===== config.mk =====
export PLATFORM = sky130hd
export DESIGN_NAME = ps2_hack_keyboard
export DESIGN_NICKNAME = d
export VERILOG_FILES = /design/src/rtl/ps2_hack_keyboard.sv
export SDC_FILE = /design/constraint.sdc
export NUM_CORES = 1
export LEC_CHECK = 0
export BUFFER_PORTS_ARGS = -buffer_cell sky130_fd_sc_hd__buf_2
export CAP_MARGIN = 25
export CORE_MARGIN = 4
export CORE_UTILIZATION = 60
export CTS_BUF_LIST = sky130_fd_sc_hd__clkbuf_4 sky130_fd_sc_hd__clkbuf_8
export DETAILED_ROUTE_END_ITERATION = 7
export PLACE_DENSITY = 0.79
export SYNTH_ARGS = -nofsm -noshare
export SYNTH_HDL_FRONTEND = slang
export SYNTH_SLANG_ARGS = --single-unit

===== constraint.sdc =====
create_clock -name clk -period 7 [get_ports clk]
set_clock_uncertainty 0.2 [all_clocks]
set_input_delay 1.4 -clock clk [delete_from_list [all_inputs] [get_ports clk]]
set_output_delay 1.4 -clock clk [all_outputs]
set_load 0.02 [all_outputs]

===== src/rtl/ps2_hack_keyboard.sv =====
// PS/2 Set-2 keyboard receiver and Hack scan-code translator for the memory-mapped keyboard register.
// Optional frame watchdog enabled by defining PS2_WATCHDOG_EN.
module ps2_hack_keyboard #(
  parameter int unsigned TIMEOUT_CYCLES = 50000
) (
  input  logic       clk,
  input  logic       reset_n,
  input  logic       ps2_clk,
  input  logic       ps2_data,
  output logic [7:0] hack_scancode,
  output logic [7:0] rx_byte,
  output logic       byte_valid,
  output logic       frame_err
);

  typedef enum logic [1:0] {IDLE, BRK, EXT, EXT_BRK} state_t;

  logic [2:0] clk_sync;
  logic [2:0] data_sync;
  logic       fall;
  logic       data_bit;
  logic [3:0] bit_cnt;
  logic [7:0] shreg;
  logic       parity_bit;
  logic       timeout;

  // Synchronisers idle high so that reset release never fakes a falling edge.
  always_ff @(posedge clk or negedge reset_n) begin
    if (!reset_n) begin
      clk_sync  <= 3'b111;
      data_sync <= 3'b111;
      fall      <= 1'b0;
    end else begin
      clk_sync  <= {clk_sync[1:0], ps2_clk};
      data_sync <= {data_sync[1:0], ps2_data};
      fall      <= clk_sync[2] & ~clk_sync[1];
    end
  end

  assign data_bit = data_sync[2];

  always_ff @(posedge clk or negedge reset_n) begin
    if (!reset_n) begin
      bit_cnt    <= 4'd0;
      shreg      <= 8'd0;
      parity_bit <= 1'b0;
      rx_byte    <= 8'd0;
      byte_valid <= 1'b0;
      frame_err  <= 1'b0;
    end else begin
      byte_valid <= 1'b0;
      frame_err  <= 1'b0;
      if (fall) begin
        if (bit_cnt == 4'd0) begin
          if (!data_bit) bit_cnt <= 4'd1;
        end else if (bit_cnt <= 4'd8) begin
          shreg   <= {data_bit, shreg[7:1]};
          bit_cnt <= bit_cnt + 4'd1;
        end else if (bit_cnt == 4'd9) begin
          parity_bit <= data_bit;
          bit_cnt    <= 4'd10;
        end else begin
          bit_cnt <= 4'd0;
          if (data_bit && (^{shreg, parity_bit})) begin
            rx_byte    <= shreg;
            byte_valid <= 1'b1;
          end else begin
            frame_err <= 1'b1;
          end
        end
      end else if (timeout) begin
        bit_cnt   <= 4'd0;
        frame_err <= 1'b1;
      end
    end
  end

`ifdef PS2_WATCHDOG_EN
  localparam int WD_W = $clog2(TIMEOUT_CYCLES + 1);
  logic [WD_W-1:0] wd_cnt;

  // Counts cycles since the last edge while a frame is open; an edge always wins over expiry.
  always_ff @(posedge clk or negedge reset_n) begin
    if (!reset_n) begin
      wd_cnt <= '0;
    end else if (fall) begin
      wd_cnt <= WD_W'(1);
    end else if (bit_cnt == 4'd0 || timeout) begin
      wd_cnt <= '0;
    end else begin
      wd_cnt <= wd_cnt + WD_W'(1);
    end
  end

  assign timeout = (bit_cnt != 4'd0) && (wd_cnt == WD_W'(TIMEOUT_CYCLES - 1));
`else
  logic unused_timeout;
  assign unused_timeout = ^TIMEOUT_CYCLES;
  assign timeout        = 1'b0;
`endif

  function automatic logic [7:0] translate(input logic [8:0] key);
    case (key)
      9'h01C: translate = 8'd65;  9'h032: translate = 8'd66;  9'h021: translate = 8'd67;
      9'h023: translate = 8'd68;  9'h024: translate = 8'd69;  9'h02B: translate = 8'd70;
      9'h034: translate = 8'd71;  9'h033: translate = 8'd72;  9'h043: translate = 8'd73;
      9'h03B: translate = 8'd74;  9'h042: translate = 8'd75;  9'h04B: translate = 8'd76;
      9'h03A: translate = 8'd77;  9'h031: translate = 8'd78;  9'h044: translate = 8'd79;
      9'h04D: translate = 8'd80;  9'h015: translate = 8'd81;  9'h02D: translate = 8'd82;
      9'h01B: translate = 8'd83;  9'h02C: translate = 8'd84;  9'h03C: translate = 8'd85;
      9'h02A: translate = 8'd86;  9'h01D: translate = 8'd87;  9'h022: translate = 8'd88;
      9'h035: translate = 8'd89;  9'h01A: translate = 8'd90;
      9'h045: translate = 8'd48;  9'h016: translate = 8'd49;  9'h01E: translate = 8'd50;
      9'h026: translate = 8'd51;  9'h025: translate = 8'd52;  9'h02E: translate = 8'd53;
      9'h036: translate = 8'd54;  9'h03D: translate = 8'd55;  9'h03E: translate = 8'd56;
      9'h046: translate = 8'd57;
      9'h029: translate = 8'd32;  9'h05A: translate = 8'd128; 9'h066: translate = 8'd129;
      9'h16B: translate = 8'd130; 9'h175: translate = 8'd131; 9'h174: translate = 8'd132;
      9'h172: translate = 8'd133; 9'h16C: translate = 8'd134; 9'h169: translate = 8'd135;
      9'h17D: translate = 8'd136; 9'h17A: translate = 8'd137; 9'h170: translate = 8'd138;
      9'h171: translate = 8'd139; 9'h076: translate = 8'd140;
      9'h005: translate = 8'd141; 9'h006: translate = 8'd142; 9'h004: translate = 8'd143;
      9'h00C: translate = 8'd144; 9'h003: translate = 8'd145; 9'h00B: translate = 8'd146;
      9'h083: translate = 8'd147; 9'h00A: translate = 8'd148; 9'h001: translate = 8'd149;
      9'h009: translate = 8'd150; 9'h078: translate = 8'd151; 9'h007: translate = 8'd152;
      default: translate = 8'd0;
    endcase
  endfunction

  state_t     state, state_next;
  logic       do_make, do_brk, is_ext;
  logic [8:0] key, held_raw;
  logic [7:0] code;

  assign key  = {is_ext, rx_byte};
  assign code = translate(key);

  always_comb begin
    state_next = state;
    do_make    = 1'b0;
    do_brk     = 1'b0;
    is_ext     = (state == EXT) || (state == EXT_BRK);
    if (byte_valid) begin
      case (state)
        IDLE: begin
          if (rx_byte == 8'hF0)      state_next = BRK;
          else if (rx_byte == 8'hE0) state_next = EXT;
          else                       do_make    = 1'b1;
        end
        EXT: begin
          if (rx_byte == 8'hF0) begin
            state_next = EXT_BRK;
          end else begin
            do_make    = 1'b1;
            state_next = IDLE;
          end
        end
        default: begin
          do_brk     = 1'b1;
          state_next = IDLE;
        end
      endcase
    end
  end

  always_ff @(posedge clk or negedge reset_n) begin
    if (!reset_n) begin
      state         <= IDLE;
      hack_scancode <= 8'd0;
      held_raw      <= 9'd0;
    end else begin
      state <= state_next;
      if (do_make && code != 8'd0) begin
        hack_scancode <= code;
        held_raw      <= key;
      end else if (do_brk && key == held_raw) begin
        hack_scancode <= 8'd0;
      end
    end
  end

endmodule


; ---- Word level (Yosys, flattened, before mapping)
; Cells that the tools add are included.
[totals]
register_bits = 49
latch_bits = 0
ramBits = 0
rom_bits = 0
inputBits = 4
out_inout_bits = 18
wordCells = 132
n_memories = 0
[classes]
addsub = 1
n_mul = 0
div_mod_pow = 0
n_lt_le_gt_ge = 1
n_eq_ne = 70
shifts = 0
muxes = 28
bitwise_logic = 5
reduce_logical = 15
[ops]
columns = operator, count
row1 = case mux 8 bit (62 select lines), 1
row2 = "== test 9 x 6 -> 1 bit, second input constant", 23
row3 = "== test 9 x 7 -> 1 bit, second input constant", 11
row4 = "== test 9 bit, second input constant", 10
row5 = "== test 9 x 5 -> 1 bit, second input constant", 7
row6 = "== test 9 x 3 -> 1 bit, second input constant", 4
row7 = "== test 9 x 4 -> 1 bit, second input constant", 4
row8 = "== test 8 bit, second input constant", 2
row9 = 2-to-1 mux 1 bit, 16
row10 = 2-to-1 mux 4 bit, 4
row11 = 2-to-1 mux 8 bit, 2
row12 = "== test 9 x 1 -> 1 bit, second input constant", 1
row13 = "== test 9 x 2 -> 1 bit, second input constant", 1
row14 = "== test 9 x 8 -> 1 bit, second input constant", 1
row15 = == test 9 bit, 1
row16 = XOR reduction 9 bit, 1
row17 = nonzero test 8 bit, 1
row18 = 2-to-1 mux 2 bit, 3
row19 = AND reduction 5 bit, 1
row20 = "adder 4 x 1 -> 4 bit, second input constant", 1
row21 = "== test 2 bit, second input constant", 2
row22 = "== test 4 bit, second input constant", 1
row23 = "<= comparator 4 bit, second input constant", 1
row24 = logical NOT 4 bit, 1
row25 = other kinds (14), 20

; ---- Depth between registers and ports, before layout
[logic_depth]
ltp_word = 7
depth_mapped = 11

; ---- Worst setup path after synthesis
; OpenSTA, ideal clock, no wires.
[synth_timing]
kind = flip-flop to flip-flop
startpoint = register rx_byte[4]
endpoint = register held_raw[6]
t_arrival_ns = 2.391
t_required_ns = 6.675
setup_slack_ns = 4.284
path_stages_with_launch = 11
period_less_slack_ns = 2.716
path_cell_list = dfrtp_1 -> buf_2 -> xor2_1 -> mux2i_1 -> nor2_1 -> or3_1 -> nor3_1 -> a21o_1 -> buf_6 -> buf_8 -> mux2_4
[synth_between]
elab_chain_len = 6
elab_cells_between_ends = 72
classes_between = eq/ne: 64 / mux: 6 / reduce/logical: 2
[synth_lines]
columns = item, line
row1 = start: declaration, 11  ; output logic [7:0] rx_byte,
row2 = start signal: assignment, 65  ; rx_byte <= shreg;
row3 = "parallel branches: the longest is 5 deep, another holds case mux 8 bit (62 select lines)", -
row4 = logical AND 1 bit *, 173  ; if (do_make && code != 8'd0) begin
row5 = end signal: assignment, 175  ; held_raw <= key;
row6 = end: declaration, 132  ; logic [8:0] key, held_raw;
; Mark *: on every way between the ends.
; A chain may end at the register's enable or synchronous reset.

; ---- Final worst setup path
[layout_timing]
startpoint = register rx_byte[0]
endpoint = register held_raw[0]
[layout_between]
elab_chain_len = 6
elab_cells_between_ends = 72
classes_between = eq/ne: 64 / mux: 6 / reduce/logical: 2
[layout_lines]
columns = item
row1 = "parallel branches: the longest is 6 deep, another holds case mux 8 bit (62 select lines)"
; Parallel ways; which one is timed is not known.

==> metrics list <==
* Post-synthesis average cell area: between 9 and 10 µm²
- Dividing the detail-routed via count by the number of cells gives roughly 7.
- The worst hold path belongs to the class register to register.
- Multiplexer cells account for 10.5% of the synthesized area.
- Chain of cells forming the critical path: buf_4 -> nand2b_1 -> nor4_1 -> a211oi_1 -> nand4_1 -> nor3_1 -> a21o_1 -> mux2_2
* Int Power: 0.000719 W
- Weighted congestion reported at the end of routability-driven placement: ~1.0
- Upper clock frequency limit: around 0.26 GHz
- At the end of the flow the core is filled with cells to 65.5%.
- Summed over all failing endpoints, the final setup total negative slack is 0 ns.
* Proportion of layout cells with a drive suffix above 1: about 21%
- Most common flop cell mapped by yosys: dfrtp_1
- Entering global routing, the biggest net connects 50 pins.
* FILL cells: roughly 460
- Vert. Die Dim: 84.2 µm
- DR pass1 iterations: 5
- Estimated wirelength of the detail-placed design: 6350 µm
- Dividing the final minimum period by the clock period gives 53.9%.
* # clock sinks: 49
- Power spread over the standard cell area amounts to between 300 and 400 nW/µm².
* Effective utilization at floorplan: 62.5%
- Synthesized netlist net count: 386
* Clock network fraction of total power: 12.4%
- Dividing the detail-routed wire length by the instance count gives 20.2 µm.
- Summed over all nets, the switching power comes to 0.000657 W.
* Number of ports placed on the die boundary: 22
- Net switching share of the total power: 47.8%
- Counting flops and latches in the post-synthesis netlist gives between 40 and 50.
- Depth of the CTS H-tree: 2
* Area used by sequential logic in the layout: 1230 µm²
- Post-layout minimum cycle time: 3.77 ns
- Together, buffers and inverters on the worst path number 1.
* EDFF count, synth: 0
- For this run the aggregate overflow at the end of global routing stands at 0.
- The final hold violation count came to 0.
- Clk buf depth: 2
* Initial DRC count: 447
- Worst Max-Slew Pin Slew: 0.982 ns
- In this run the clock root is driven by a clkbuf_8.
- The number of pins exceeding their max-slew limit in the final report came to 0.
* Simple-Gate Fraction of Synth Area: 25.6%
- Max-cap violations: 0
- In the layout the commonest cells are dfrtp_1, nand2_1, mux2_2.
- Data on the critical path arrives at its endpoint at 3.77 ns.
- Overall die area: 7090 µm²
- In this run the standard cell core region covers around 5600 µm².
- Antenna viol nets, final: 0
* Share of total power in combinational logic: 53.2%
- Data on the critical path is required at its endpoint by ~7 ns.
* Final setup fails: 0
* Width of the chip: between 80 and 90 µm
* Total number of vias: 3095
* Type of origin of the critical path: register
* Post-synth cell types: 69
- Sequential cell area fraction in the yosys report: 35.4%
- Along the worst path, the maximum fanout reaches 22.
- The cell area that synthesis handed to floorplanning was between 3000 and 4000 µm².
- Source-to-sink clock delay at the later pin of the worst-skew pair: ~0.30 ns
* Cell type of the slowest stage on the worst timing path: dfrtp_1
- The final layout contains routed wiring with a total length of 9190 µm.
* Area fraction in compound gates after synthesis: 15.9%
- In this run the static leakage power is 1.62 nW.
- VDD sags by at most around 290 µV.
* TritonCTS clock tree: done
- Overall routing resource usage: about a quarter
* Area used by multi-input combinational logic: 2050 µm²
- Synthesis produced a netlist whose cell count is 379.
- Setup repair after global routing left no endpoint under its margin.
- Post-synthesis adder-cell area fraction: 1.08%
- Worst rel slew slack: 34.5%
- Synth-to-layout area growth: 4.78%
* TritonCTS buffer count: 5
* Number of buffers added for setup after CTS: 0
- Post-CTS repair changed the size of 0 cells.
- Min setup slack post-route: around 3.2 ns
- Fraction of power consumed by sequential logic: 34.4%
- The synthesized netlist devotes roughly 5.8% of its cell area to XOR and XNOR gates.
- The worst setup path is captured at a register.
- Number of port buffers: 21
* Reg clk slew, reported paths: 0.10 ns
- Count of synthesis-stage warnings from yosys: 0
- Global-route wire length before repair: 14900 µm
- Worst slack at placement: 3.31 ns
- The library cell used most frequently in the layout, excluding fill and tap cells, is dfrtp_1.
- After synthesis, the largest family of logic cells by area is simple AND/OR/NAND/NOR gates.
- DRC violations left: 0
- The repair_antennas step left the layout with diodes totalling 0.
- Async S/R FF share, synth: 100%
* Number of global-route vias before repair: approximately 2900
- Kind of critical path: register to register
- Net count, final: 389
* Slowest Stage Delay on Critical Path: around 0.78 ns
- The number of antenna violations at the first check in global routing came to 0.
* Hold-fix buffers at CTS: 0
- Number of cell rows: 27
- Largest delay share family, worst path: compound AO/OA/AOI/OAI gates
- The flow ran to the end, and the final reports show no timing, DRC or antenna violations.
-- metrics by stage --
stage | instance area (µm²) | hold slack, ns | cells | power [W]
6_report | 3650 | 0.160 | 455 | 0.00138
5_1_grt | 3650 | 0.168 | 455 | 0.00146
4_1_cts | 3630 | 0.162 | 453 | 0.00136
3_5_place_dp | 3540 | 0.149 | 445 | 0.00118
3_3_place_gp | 3540 | 0.146 | 445 | 0.00118
2_1_floorplan | 3480 | 0.145 | 379 | 0.00101
-- power by group through the flow --
stage          Combinational (W)  Sequential [W]  Clock, W
2_1_floorplan           0.000603        0.000407         0
3_3_place_gp            0.000704        0.000479         0
3_5_place_dp            0.000702        0.000482         0
4_1_cts                 0.000705        0.000476  0.000175
5_1_grt                 0.000791        0.000487  0.000186
6_report                0.000732        0.000474  0.000170
-- flip-flops by register name, indices dropped and copies added (netlist names) --
signal         count
bit_cnt            4
byte_valid         1
clk_sync           3
data_sync          3
fall               1
frame_err          1
hack_scancode      8
held_raw           9
parity_bit         1
rx_byte            8
shreg              8
state              2
-- cell usage after synthesis, types with 13 or more instances --
cell | number | area (µm²)
nor3_1 | 14 | 70.1
mux2_2 | 23 | 259
nor4_1 | 13 | 81.3
dfrtp_1 | 43 | 1080
nand2_1 | 27 | 101
o21ai_0 | 13 | 65.1
nor2_1 | 22 | 82.6
nor2b_1 | 18 | 113
nand2b_1 | 13 | 81.3
nand3_1 | 13 | 65.1
buf_2 | 15 | 75.1
a21oi_1 | 20 | 100
-- routing by layer --
layer  GRT usage (%)  up-vias  wire (µm)
met5               0        -          0
met4            11.4        0        284
met3            5.30       31        873
met2            42.1      207       4320
met1            34.2     1462       3710
li1                -     1395          -
-- worst register-to-register path: cells and delay by family, from the launching register on --
family	cells	cell delay (ns)
buf+inv	1	0.34
flops	1	0.78
mux	1	0.42
compound gates	2	1.04
simple gates	4	0.90
-- worst paths after layout --
kind | startpoint | depth (start not counted) | to | slack, ns
worst max-delay path | rx_byte[0] | 8 | held_raw[0] | 3.23
worst min-delay path | data_sync[0] | 0 | data_sync[1] | 0.16
worst max register to register | rx_byte[0] | 8 | held_raw[0] | 3.23
worst min register to register | data_sync[0] | 0 | data_sync[1] | 0.16
max in group asynchronous | reset_n | 2 | hack_scancode[1] | 5.19
min in group asynchronous | reset_n | 2 | rx_byte[7] | 0.99
-- kinds of logic (layout without fill, tap and decap cells) --
kind of cell | after synthesis | in the layout
AO/OA/AOI/OAI | 80 | 80
XOR/XNOR | 23 | 23
adder cells (fa/ha/maj) | 3 | 3
buffers and inverters | 38 | 42
flip-flops | 49 | 49
multiplexers | 32 | 32
AND/OR/NAND/NOR | 154 | 154
-- final cells by class --
class / instances / share of cell area, %
Sequential cell: 49 / 33.8
Tap cell: 72 / 2.47
Clock inverter: 2 / 0.377
Clock buffer: 6 / 2.09
Multi-Input combinational cell: 292 / 56.2
Timing Repair Buffer: 28 / 4.46
Inverter: 6 / 0.617
(Power assumes the default switching activity.)
